[config.mk]
export PLATFORM = sky130hd
export DESIGN_NAME = req_grnt_arbiter
export DESIGN_NICKNAME = d
export VERILOG_FILES = /design/src/rtl/req_grnt_pkg.sv /design/src/rtl/req_grnt_arbiter_rr_pick.sv /design/src/rtl/req_grnt_arbiter.sv
export SDC_FILE = /design/constraint.sdc
export NUM_CORES = 1
export LEC_CHECK = 0
export ABC_CLOCK_PERIOD_IN_PS = 4700
export CAP_MARGIN = 20
export CORE_MARGIN = 2
export CORE_UTILIZATION = 55
export CTS_CLUSTER_SIZE = 40
export DETAILED_ROUTE_END_ITERATION = 7
export GPL_TIMING_DRIVEN = 0
export PLACE_DENSITY = 0.91
export SYNTH_ARGS = -nofsm -noshare
export SYNTH_HDL_FRONTEND = slang
export SYNTH_SLANG_ARGS = --single-unit
[constraint.sdc]
create_clock -name clk -period 4.7 [get_ports clk]
set_input_delay 1.41 -clock clk [delete_from_list [all_inputs] [get_ports clk]]
set_output_delay 1.41 -clock clk [all_outputs]
set_load 0.02 [all_outputs]
[src/rtl/req_grnt_pkg.sv]
`default_nettype none
// ============================================================================
//  Module      : req_grnt_pkg
//  Description : Shared types and helpers for the round-robin req/grnt arbiter.
//  Revision    : 1.0 - initial release
// ============================================================================
package req_grnt_pkg;

    // Arbiter FSM states: IDLE picks an owner, WAIT models the req->grnt
    // latency, GRANT holds the resource, REL forces the idle gap.
    typedef enum logic [1:0] {
        IDLE  = 2'd0,
        WAIT  = 2'd1,
        GRANT = 2'd2,
        REL   = 2'd3
    } arb_state_t;

    // Bit n of the one-hot code of idx; callers loop n over the vector width
    // so the result never carries unused upper bits.
    function automatic logic onehot_f(input int unsigned idx, input int unsigned n);
        return (idx == n);
    endfunction

endpackage
`default_nettype wire

[src/rtl/req_grnt_arbiter_rr_pick.sv]
`default_nettype none
// ============================================================================
//  Module      : rr_pick
//  Description : Combinational round-robin search: first set request bit at or
//                after ptr, wrapping from N-1 back to 0.
//  Revision    : 1.0 - initial release
// ============================================================================
module rr_pick #(
    parameter int N  = 4,
    parameter int IW = $clog2(N)
) (
    input  logic [N-1:0]  req,
    input  logic [IW-1:0] ptr,
    output logic          found,
    output logic [IW-1:0] idx
);

    // Walk offsets 0..N-1 from ptr; the first hit wins.
    always_comb begin
        int          p;
        logic [IW-1:0] pos;
        found = 1'b0;
        idx   = '0;
        p     = 0;
        pos   = '0;
        for (int i = 0; i < N; i++) begin
            p = int'(ptr) + i;
            if (p >= N) begin
                p = p - N;
            end
            pos = IW'(p);
            if (!found && req[pos]) begin
                found = 1'b1;
                idx   = pos;
            end
        end
    end

endmodule
`default_nettype wire

[src/rtl/req_grnt_arbiter.sv]
`default_nettype none
// ============================================================================
//  Module      : req_grnt_arbiter
//  Description : Round-robin arbiter for NUM_REQ requesters with a fixed
//                req->grnt latency, bounded grant hold and a one-cycle idle
//                gap (REL) after every grant. All outputs are registered.
//  Revision    : 1.0 - initial release
// ============================================================================
module req_grnt_arbiter
    import req_grnt_pkg::*;
#(
    parameter int NUM_REQ   = 4,
    parameter int GNT_DELAY = 2,
    parameter int MAX_HOLD  = 8
) (
    input  logic                       clk,
    input  logic                       rst,
    input  logic [NUM_REQ-1:0]         req,
    output logic [NUM_REQ-1:0]         grnt,
    output logic [$clog2(NUM_REQ)-1:0] grnt_id,
    output logic                       busy,
    output logic                       timeout
);

    localparam int IW = $clog2(NUM_REQ);
    localparam int HW = $clog2(MAX_HOLD + 1);
    localparam int DW = $clog2(GNT_DELAY + 1);

    localparam logic [IW-1:0] LAST_IDX  = IW'(NUM_REQ - 1);
    localparam logic [HW-1:0] HOLD_LAST = HW'(MAX_HOLD);
    localparam logic [DW-1:0] DLY_LAST  = DW'(GNT_DELAY - 1);

    arb_state_t          state_q,    state_d;
    logic [NUM_REQ-1:0]  grnt_q,     grnt_d;
    logic [IW-1:0]       grnt_id_q,  grnt_id_d;
    logic                busy_q,     busy_d;
    logic                timeout_q,  timeout_d;
    logic [IW-1:0]       rr_ptr_q,   rr_ptr_d;
    logic [HW-1:0]       hold_cnt_q, hold_cnt_d;
    logic [DW-1:0]       dly_cnt_q,  dly_cnt_d;

    logic                pick_found;
    logic [IW-1:0]       pick_idx;
    logic [IW-1:0]       sel_idx;
    logic [NUM_REQ-1:0]  sel_oh;
    logic                own_req;
    logic [IW-1:0]       next_ptr;

    rr_pick #(
        .N  (NUM_REQ),
        .IW (IW)
    ) u_rr_pick (
        .req   (req),
        .ptr   (rr_ptr_q),
        .found (pick_found),
        .idx   (pick_idx)
    );

    // One-hot of the requester about to be granted: the fresh pick when the
    // grant is issued straight from IDLE, otherwise the latched owner.
    always_comb begin
        sel_idx  = (state_q == IDLE) ? pick_idx : grnt_id_q;
        for (int i = 0; i < NUM_REQ; i++) begin
            sel_oh[i] = onehot_f(32'(sel_idx), i);
        end
        own_req  = req[grnt_id_q];
        next_ptr = (grnt_id_q == LAST_IDX) ? '0 : grnt_id_q + IW'(1);
    end

    // Next-state and next-output computation for the arbiter FSM.
    always_comb begin
        state_d    = state_q;
        grnt_d     = grnt_q;
        grnt_id_d  = grnt_id_q;
        timeout_d  = 1'b0;
        rr_ptr_d   = rr_ptr_q;
        hold_cnt_d = hold_cnt_q;
        dly_cnt_d  = dly_cnt_q;

        case (state_q)
            IDLE: begin
                if (pick_found) begin
                    grnt_id_d = pick_idx;
                    if (GNT_DELAY > 1) begin
                        state_d   = WAIT;
                        dly_cnt_d = DW'(1);
                    end else begin
                        state_d    = GRANT;
                        grnt_d     = sel_oh;
                        hold_cnt_d = HW'(1);
                    end
                end
            end
            WAIT: begin
                if (!own_req) begin
                    // Owner withdrew before the grant: skip past it.
                    state_d   = IDLE;
                    rr_ptr_d  = next_ptr;
                    dly_cnt_d = '0;
                end else if (dly_cnt_q == DLY_LAST) begin
                    state_d    = GRANT;
                    grnt_d     = sel_oh;
                    hold_cnt_d = HW'(1);
                    dly_cnt_d  = '0;
                end else begin
                    dly_cnt_d = dly_cnt_q + DW'(1);
                end
            end
            GRANT: begin
                // A req drop takes priority, so a simultaneous hold expiry
                // releases without a timeout pulse.
                if (!own_req) begin
                    state_d  = REL;
                    grnt_d   = '0;
                    rr_ptr_d = next_ptr;
                end else if (hold_cnt_q == HOLD_LAST) begin
                    state_d   = REL;
                    grnt_d    = '0;
                    rr_ptr_d  = next_ptr;
                    timeout_d = 1'b1;
                end else begin
                    hold_cnt_d = hold_cnt_q + HW'(1);
                end
            end
            REL: begin
                state_d    = IDLE;
                hold_cnt_d = '0;
            end
            default: begin
                state_d = IDLE;
                grnt_d  = '0;
            end
        endcase

        busy_d = (state_d != IDLE);
    end

    // State and output registers; reset wins over every other event.
    always_ff @(posedge clk) begin
        if (rst) begin
            state_q    <= IDLE;
            grnt_q     <= '0;
            grnt_id_q  <= '0;
            busy_q     <= 1'b0;
            timeout_q  <= 1'b0;
            rr_ptr_q   <= '0;
            hold_cnt_q <= '0;
            dly_cnt_q  <= '0;
        end else begin
            state_q    <= state_d;
            grnt_q     <= grnt_d;
            grnt_id_q  <= grnt_id_d;
            busy_q     <= busy_d;
            timeout_q  <= timeout_d;
            rr_ptr_q   <= rr_ptr_d;
            hold_cnt_q <= hold_cnt_d;
            dly_cnt_q  <= dly_cnt_d;
        end
    end

    assign grnt    = grnt_q;
    assign grnt_id = grnt_id_q;
    assign busy    = busy_q;
    assign timeout = timeout_q;

endmodule
`default_nettype wire

# After elaboration in Yosys (flattened, before gate mapping)
# Cells that the tools add are included.
[op_classes]
n_reduce_logical = 17
order_cmp = 9
add_sub_neg = 10
bitwise_logic = 3
n_eq_ne = 16
n_mux = 49
[ops]
columns = ["op", "n"]
rows = [
  ["2-bit two-way mux", 21],
  ["4-bit two-way mux", 8],
  ["2-bit by 3-bit < comparator with 1-bit output (second input constant)", 5],
  ["2-bit != test (second input constant)", 6],
  ["4-bit one-hot mux with 3 select lines", 1],
  ["1-bit binary-select mux with 2-bit select", 5],
  ["2-bit equality test (second input constant)", 5],
  ["1-bit two-way mux", 10],
  ["3-bit greater-or-equal comparator (second input constant)", 3],
  ["2-bit one-hot mux with 2 select lines", 2],
  ["2-bit one-hot mux with 4 select lines", 1],
  ["4-bit one-hot mux with 2 select lines", 1],
  ["2-bit by 1-bit subtractor with 2-bit output (second input constant)", 4],
  ["2-bit by 2-bit adder with 3-bit output (second input constant)", 2],
  ["2-bit by 1-bit equality test with 1-bit output (second input constant)", 3],
  ["2-bit nonzero test", 3],
  ["5-bit AND reduction", 1],
  ["2-bit by 1-bit adder with 2-bit output (second input constant)", 2],
  ["4-bit by 1-bit adder with 4-bit output (second input constant)", 1],
  ["4-bit equality test (second input constant)", 1],
  ["2-bit logical NOT", 2],
  ["2-bit AND reduction", 2],
  ["4-bit AND reduction", 1],
  ["2-bit by 1-bit adder with 3-bit output (second input constant)", 1],
  ["other kinds (7)", 13],
]
[word_totals]
out_inout_bits = 8
elab_cells = 112
register_bits = 18

# Depth between registers and ports, before layout
# Gate-level depths: netlist of the first run.
[depth]
word_depth = 19
mapped_depth = 6
ltp_nobuf = 6

# By module
# Synthesis of the first run repeated with hierarchy kept, for this count alone.
[unflattened]
hier_cells = 125
area_unflattened_um2 = 1028.5
[by_module_without_submodules]
columns = ["module", "area_per_inst_um2", "instances", "cells_each", "seq_area_each_um2"]
rows = [
  ["req_grnt_arbiter", 950.9, 1, 110, 360.3],
  ["rr_pick", 77.6, 1, 15, 0.0],
]

# Worst setup path before layout of the first run
# Ideal clock, no wire load.
[synth_timing]
path_kind = "input port to flip-flop"
startpoint = "input req[3]"
endpoint = "register grnt_q[1], in the netlist grnt[1]"
stages = 4
n_path_buf = 0
setup_time_ns = 0.059
t_arrival_ns = 2.583
slack_ns = 2.058
required_ns = 4.641
path_cell_list = "mux4_2 > nand3_1 > nor3b_1 > a22o_1"
[synth_between]
elab_chain_cells = 17
[synth_lines]
columns = ["element", "line", "text"]
rows = [
  ["start: declaration", "req_grnt_arbiter.sv:18", "input logic [NUM_REQ-1:0] req,"],
  ["1-bit binary-select mux with 2-bit select", "req_grnt_arbiter_rr_pick.sv:32", "if (!found && req[pos]) begin"],
  ["1-bit two-way mux (implied by the code)", "req_grnt_arbiter_rr_pick.sv:32", ""],
  ["1-bit two-way mux", "req_grnt_arbiter_rr_pick.sv:32", ""],
  ["1-bit logical NOT", "req_grnt_arbiter_rr_pick.sv:32", ""],
  ["1-bit logical AND", "req_grnt_arbiter_rr_pick.sv:32", ""],
  ["1-bit two-way mux", "req_grnt_arbiter_rr_pick.sv:32", ""],
  ["1-bit logical NOT", "req_grnt_arbiter_rr_pick.sv:32", ""],
  ["1-bit logical AND", "req_grnt_arbiter_rr_pick.sv:32", ""],
  ["1-bit two-way mux", "req_grnt_arbiter_rr_pick.sv:32", ""],
  ["1-bit logical NOT", "req_grnt_arbiter_rr_pick.sv:32", ""],
  ["1-bit logical AND", "req_grnt_arbiter_rr_pick.sv:32", ""],
  ["2-bit two-way mux", "req_grnt_arbiter_rr_pick.sv:32", ""],
  ["2-bit two-way mux", "req_grnt_arbiter.sv:62", "sel_idx = (state_q == IDLE) ? pick_idx : grnt_id_q;"],
  ["2-bit by 1-bit equality test with 1-bit output", "req_grnt_pkg.sv:21", "return (idx == n);"],
  ["4-bit two-way mux", "req_grnt_arbiter.sv:100", "end else if (dly_cnt_q == DLY_LAST) begin"],
  ["4-bit two-way mux", "req_grnt_arbiter.sv:95", "if (!own_req) begin"],
  ["4-bit one-hot mux with 2 select lines", "req_grnt_arbiter.sv:80", "case (state_q)"],
  ["end signal: assignment", "req_grnt_arbiter.sv:151", "grnt_q <= grnt_d;"],
  ["end: declaration", "req_grnt_arbiter.sv:34", "logic [NUM_REQ-1:0] grnt_q, grnt_d;"],
]
# Several ways; a longest one is shown, not always the timed one. The select of a mux whose other input is x is not followed.
# A chain may end at the register's enable or synchronous reset.

# Final worst setup path of the first run
[layout_timing]
startpoint = "input req[3]"
endpoint = "register dly_cnt_q[0]"
[layout_between]
elab_chain_cells = 14
[layout_lines]
columns = ["element", "line", "text"]
rows = [
  ["1-bit binary-select mux with 2-bit select", "req_grnt_arbiter_rr_pick.sv:32", ""],
  ["1-bit two-way mux (implied by the code)", "req_grnt_arbiter_rr_pick.sv:32", ""],
  ["1-bit two-way mux", "req_grnt_arbiter_rr_pick.sv:32", ""],
  ["1-bit logical NOT", "req_grnt_arbiter_rr_pick.sv:32", ""],
  ["1-bit logical AND", "req_grnt_arbiter_rr_pick.sv:32", ""],
  ["1-bit two-way mux", "req_grnt_arbiter_rr_pick.sv:32", ""],
  ["1-bit logical NOT", "req_grnt_arbiter_rr_pick.sv:32", ""],
  ["1-bit logical AND", "req_grnt_arbiter_rr_pick.sv:32", ""],
  ["1-bit two-way mux", "req_grnt_arbiter_rr_pick.sv:32", ""],
  ["1-bit logical NOT", "req_grnt_arbiter_rr_pick.sv:32", ""],
  ["1-bit logical AND", "req_grnt_arbiter_rr_pick.sv:32", ""],
  ["1-bit two-way mux", "req_grnt_arbiter_rr_pick.sv:32", ""],
  ["2-bit != test (no source line)", "--", ""],
  ["2-bit AND reduction (no source line)", "--", ""],
  ["end signal: assignment", "req_grnt_arbiter.sv:157", "dly_cnt_q <= dly_cnt_d;"],
  ["end: declaration", "req_grnt_arbiter.sv:40", "logic [DW-1:0] dly_cnt_q, dly_cnt_d;"],
]
# Several ways; a longest one is shown, not always the timed one. The select of a mux whose other input is x is not followed.

==> results of run 1 <==
[power breakdown]
part,switching [mW],internal (mW)
Sequential,0.00660,0.161
Clock,0.0478,0.0299
Combinational,0.0454,0.0332
Total,0.0998,0.224
[worst max path at each step]
stage / slack (ns) / cells after the start / end / start
after global placement: 1.34 / 5 / dly_cnt_q[0] / req[3]
after floorplan: 2.06 / 4 / grnt[1] / req[3]
after CTS: 1.58 / 5 / dly_cnt_q[0] / req[3]
after detailed placement: 1.26 / 5 / dly_cnt_q[0] / req[3]
final: 1.53 / 5 / dly_cnt_q[0] / req[3]
after global routing: 1.40 / 5 / dly_cnt_q[0] / req[3]
[final cells by class]
type,instances,area (sq um),area share (%)
clock buffers,3,22.5,2.01
multi-input cells,79,533,47.5
repair buffers,13,130,11.6
flip-flops and latches,18,360,32.1
inverters,8,30.0,2.68
plain buffers,4,25.0,2.23
well taps,17,21.3,1.90
[worst max-delay path: stages]
cell	delay, ns
clkdlybuf4s50_1	0.52
o41ai_1	1.03
a21oi_1	0.17
a31oi_1	0.17
nor2_1	0.05
[sequential cells by signal (all words and copies together) (netlist names)]
register and cells:
grnt 4, dly_cnt_q 2, hold_cnt_q 4, busy 1
state_q 2, grnt_id 2, timeout 1, rr_ptr_q 2
[metal layers]
layer | vias up | part of all wire (%) | track usage [%]
li1 | 432 | - | -
met1 | 398 | 48 | 29.6
met2 | 18 | 46 | 33.0
met3 | 5 | 3.8 | 4.76
met4 | 0 | 1.9 | 10.0
met5 | - | 0 | 0
[kinds of logic after synthesis]
logic type,count (synthesis)
DFF,18
buffers and inverters,12
AOI/OAI and AO/OA,34
adders and majority gates,3
and+or+nand+nor,38
muxes,4
[Yosys cell counts, drive strengths merged (2+ instances only)]
| cell | instances | share of area (%) |
|---|---|---|
| a21oi | 9 | 4.7 |
| a22o | 2 | 1.8 |
| a31oi | 3 | 3.6 |
| and2 | 2 | 1.3 |
| buf | 2 | 1.7 |
| clkbuf | 2 | 0.92 |
| dfxtp | 18 | 38 |
| ha | 3 | 4.0 |
| inv | 8 | 3.2 |
| mux2i | 2 | 2.1 |
| nand2 | 8 | 3.2 |
| nand3 | 3 | 1.6 |
| nor2 | 12 | 4.7 |
| nor2b | 4 | 2.6 |
| nor3 | 2 | 1.1 |
| o21ai | 8 | 4.2 |
| o221ai | 2 | 1.8 |
| o2bb2ai | 2 | 1.8 |
| or4 | 2 | 1.6 |
[per-stage QoR]
step	setup WS [ns]	instance area (sq um)
final	1.53	1120
after global routing	1.40	1120
after CTS	1.58	1120
after detailed placement	1.26	1100
after global placement	1.34	1100
after floorplan	2.06	948
==> impl_metrics.tcl, run 1 <==
set metrics [dict create \
    status "complete, no violations" \
    min_path_cells 1 \
    ys_seq_area_share_pct 38.0 \
    initial_core_util_pct 56.8 \
    rsz0062_at_grt "no" \
    layout_common_cells "dfxtp_1 (18), clkdlybuf4s50_1 (13), nor2_1 (12), a21oi_1 (9)" \
    power_mw 0.324 \
    route.detailed.drc 0 \
    holdBufCountCts 0 \
    synth_area_sq_um 948 \
    grt_max_degree 11 \
    async_reset_ff_share_pct 0 \
    syn-num-nets 118 \
    vias 853 \
    clock_path_buffers 2 \
    finalWirelength_mm 2.03 \
    hold_class "flip-flop to flip-flop" \
    cts_sinks 18 \
    clock_latency_ns 0.30 \
    r2r_cells 5 \
    maxSlewViolCount 0 \
    synth_flop_cell "dfxtp_1" \
    rrSetupSlack_ns 2.75 \
    chipWidth_microns 45.5 \
    fin_crit_sh_pct 67.4 \
    hold_start "grnt[0]" \
    grt_overflow 0 \
    wl_per_cell_microns 14.3 \
    gp_congestion 0.772 \
    syn_avg_cell_area_sq_um 8.70 \
    diodes 0 \
    gr-usage-all-layers_pct 21.8 \
    setup_tns_ns 0 \
    fillerInstances 132 \
    netlist_instances 109 \
    hold_viol_final 0 \
    crit_arrival_ns 3.35 \
    detail-route-antenna-nets 0 \
    synth_adder_area_share_pct 3.96 \
    layout-drive-gt1-share_pct 9.60 \
    ys_ff_latch 18 \
    setup.worst_path.end_class "flip-flop" \
    setup_viol 0 \
    reg2reg_to "grnt[1]" \
    cts_resized 0 \
    p_per_area_mw_per_mm2 289 \
    fmax_ghz 0.316 \
    whs_endpoint "grnt[0]" \
    worst_slew_pin_slew_ns 1.10 \
    grt_pass1_vias 727 \
    p_leak_nw 0.422 \
    viasPerCell 6.01 \
    nets 136 \
    area_delta_synth_final_pct 18.3 \
    holdWs_ns 0.476 \
    yosys.area_share.simple_pct 20.3 \
    synth_compound_area_share_pct 26.3 \
    fin_crit_ns 3.17 \
    peakVddDrop_v 0.000171 \
    utilization_pct 67.2 \
    dp_cells 139 \
    critPathMaxFanout 6 \
    antenna_found_initial 0 \
    first_pass_iters 4 \
    drtIter0Drc 22 \
    worst_ep_required_time_ns 4.88 \
    cts_tree "built" \
    final_cells 142 \
    yosysWarnings 0 \
    final_common_cell "dfxtp_1" \
    dp.final_hpwl_mm 1.46 \
    fp-row-count 15 \
    muxShareOfSynthArea_pct 5.67 \
    r2r_start "grnt_id[0]" \
    path_clk_slew_ns 0.10 \
    ios 14 \
    startpoint_type "input port" \
    cap_violations 0 \
    crit_type "input port to flip-flop" \
    grt_pass1_wl_mm 3.22 \
    core_region_area_sq_mm 0.00167 \
    synth_cell_types 37 \
    dieArea_sq_mm 0.00207 \
    cts_root_buf "clkbuf_4" \
    synth_top_family_by_area "compound AO/OA/AOI/OAI gates" \
    fin_skew_ns 0.000964 \
    slew_headroom_pct 25.8 \
    port_buffers 13 \
    synth_xor_area_share_pct 0 \
    cts_buffers 3 \
    htree_levels 1 \
    synth-edff-count 0 \
    cts_setup_buffers 0 \
    die_y_microns 45.5 \
]
Power figures use the tool's default switching activity.
==> run 2: changes to the inputs <==
ABC_CLOCK_PERIOD_IN_PS = 2800   (was 4700)
CORE_UTILIZATION = 47   (was 55)
PLACE_DENSITY = 0.83   (was 0.91)
clock period = 2.8 ns   (was 4.7 ns; I/O delays follow)
==> run 2 against run 1 <==
  * Critical path depth unchanged
  * Final area increased by 1.1%
  * Sequential share of layout area decreased by 0.35 points
  * Via count increased by 0.94%
  * Clock power increased by 66%
  * Clock-buffer cell count unchanged
  * Critical endpoint unchanged
==> impl_metrics.tcl, run 2 (synthesis gave the netlist of run 1 again) <==
set metrics [dict create \
    p_leak_nw 0.422 \
    viasPerCell 5.66 \
    cts_resized 0 \
    rrSetupSlack_ns 0.87 \
    peakVddDrop_v 0.000279 \
    critPathMaxFanout 6 \
    detail-route-antenna-nets 0 \
    layout-drive-gt1-share_pct 9.60 \
    die_y_microns 48.9 \
    hold_class "flip-flop to flip-flop" \
    cts_buffers 3 \
    cts_root_buf "clkbuf_4" \
    chipWidth_microns 48.9 \
    initial_core_util_pct 48.8 \
    path_clk_slew_ns 0.09 \
    diodes 0 \
    cts_tree "built" \
    grt_max_degree 11 \
    r2r_cells 5 \
    nets 136 \
    hold_viol_final 0 \
    power_mw 0.542 \
    endpoint "dly_cnt_q[0]" \
    ios 14 \
    worst_ep_required_time_ns 2.98 \
    setup.worst_path.end_class "flip-flop" \
    core_region_area_sq_mm 0.00194 \
    fp-row-count 16 \
    crit_path_start "req[3]" \
    setup_viol 0 \
    gr-usage-all-layers_pct 19.3 \
    fillerInstances 179 \
    grt_pass1_wl_mm 3.60 \
    worst_slew_pin_slew_ns 1.08 \
    clock_path_buffers 2 \
    holdBufCountCts 0 \
    fin_crit_sh_pct 93.1 \
    layout_common_cells "dfxtp_1 (18), clkdlybuf4s50_1 (13), nor2_1 (12), a21oi_1 (9)" \
    slew_headroom_pct 27.0 \
    fin_skew_ns 0.00431 \
    grt_pass1_vias 855 \
    rsz0062_at_grt "no" \
    r2r_start "grnt_id[0]" \
    final.setup.worst_slack_ns 0.192 \
    area_delta_synth_final_pct 19.7 \
    final_cells 152 \
    final_common_cell "dfxtp_1" \
    antenna_found_initial 0 \
    crit_arrival_ns 2.78 \
    dieArea_sq_mm 0.00239 \
    maxSlewViolCount 0 \
    place_ws_ns -0.0500 \
    startpoint_type "input port" \
    first_pass_iters 4 \
    port_buffers 13 \
    drtIter0Drc 16 \
    htree_levels 1 \
    vias 861 \
    finalWirelength_mm 2.04 \
    cap_violations 0 \
    dp.final_hpwl_mm 1.50 \
    gp_congestion 0.778 \
    fin_crit_ns 2.61 \
    crit_type "input port to flip-flop" \
    fmax_ghz 0.383 \
    p_per_area_mw_per_mm2 478 \
    route.detailed.drc 0 \
    wl_per_cell_microns 13.4 \
    reg2reg_to "grnt[1]" \
    dp_cells 149 \
    clock_latency_ns 0.30 \
    cts_sinks 18 \
    grt_overflow 0 \
    cts_setup_buffers 0 \
    status "complete, no violations" \
]
## run 2: cell counts in the layout (fill, tap and decap cells not counted)
Identical to the previous run, type by type.
## run 2: per-stage QoR
stage	utilization (%)	hold WS, ns	TNS (ns)	area (sq um)
after floorplan	-	0.462	0	948
after global placement	57.3	0.452	-0.0206	1110
after detailed placement	57.3	0.449	-0.0500	1110
after CTS	58.4	0.480	0	1130
after global routing	58.4	0.509	0	1130
final	58.4	0.473	0	1130
## run 2: how the worst min path moves through the flow
| stage | start | endpoint | slack [ns] | cells after the start |
|---|---|---|---|---|
| 2_1_floorplan | hold_cnt_q[3] | hold_cnt_q[3] | 0.46 | 2 |
| 3_3_place_gp | grnt[0] | grnt[0] | 0.45 | 1 |
| 3_5_place_dp | grnt[0] | grnt[0] | 0.45 | 1 |
| 4_1_cts | grnt[0] | grnt[0] | 0.48 | 1 |
| 5_1_grt | grnt[0] | grnt[0] | 0.51 | 1 |
| 6_report | grnt[0] | grnt[0] | 0.47 | 1 |
## run 2: layer usage
layer,vias to the layer above,wire [microns],global-route usage [%]
li1,427,-,-
met1,400,978,25.2
met2,27,929,31.1
met3,7,101,3.68
met4,0,32,8.57
met5,-,0,0
## run 2: cell type report
type,count,area (sq um),area share [%]
clock buffer,3,22.5,1.98
timing repair buffer,13,130,11.5
sequential,18,360,31.8
multi-input combinational,79,533,47.0
inverter,8,30.0,2.65
buffer,4,25.0,2.21
tap,27,33.8,2.98
## run 2: worst max-delay path, stage by stage
cell and delay [ns]:
clkdlybuf4s50_1 0.50, o41ai_1 1.01, a21oi_1 0.17, a31oi_1 0.21
nor2_1 0.06
## run 2: power by group
part	total, mW	leakage, nW	internal (mW)	switching [mW]
combinational	0.132	0.262	0.0556	0.0762
sequential	0.281	0.147	0.271	0.0108
clock	0.129	0.0138	0.0502	0.0787
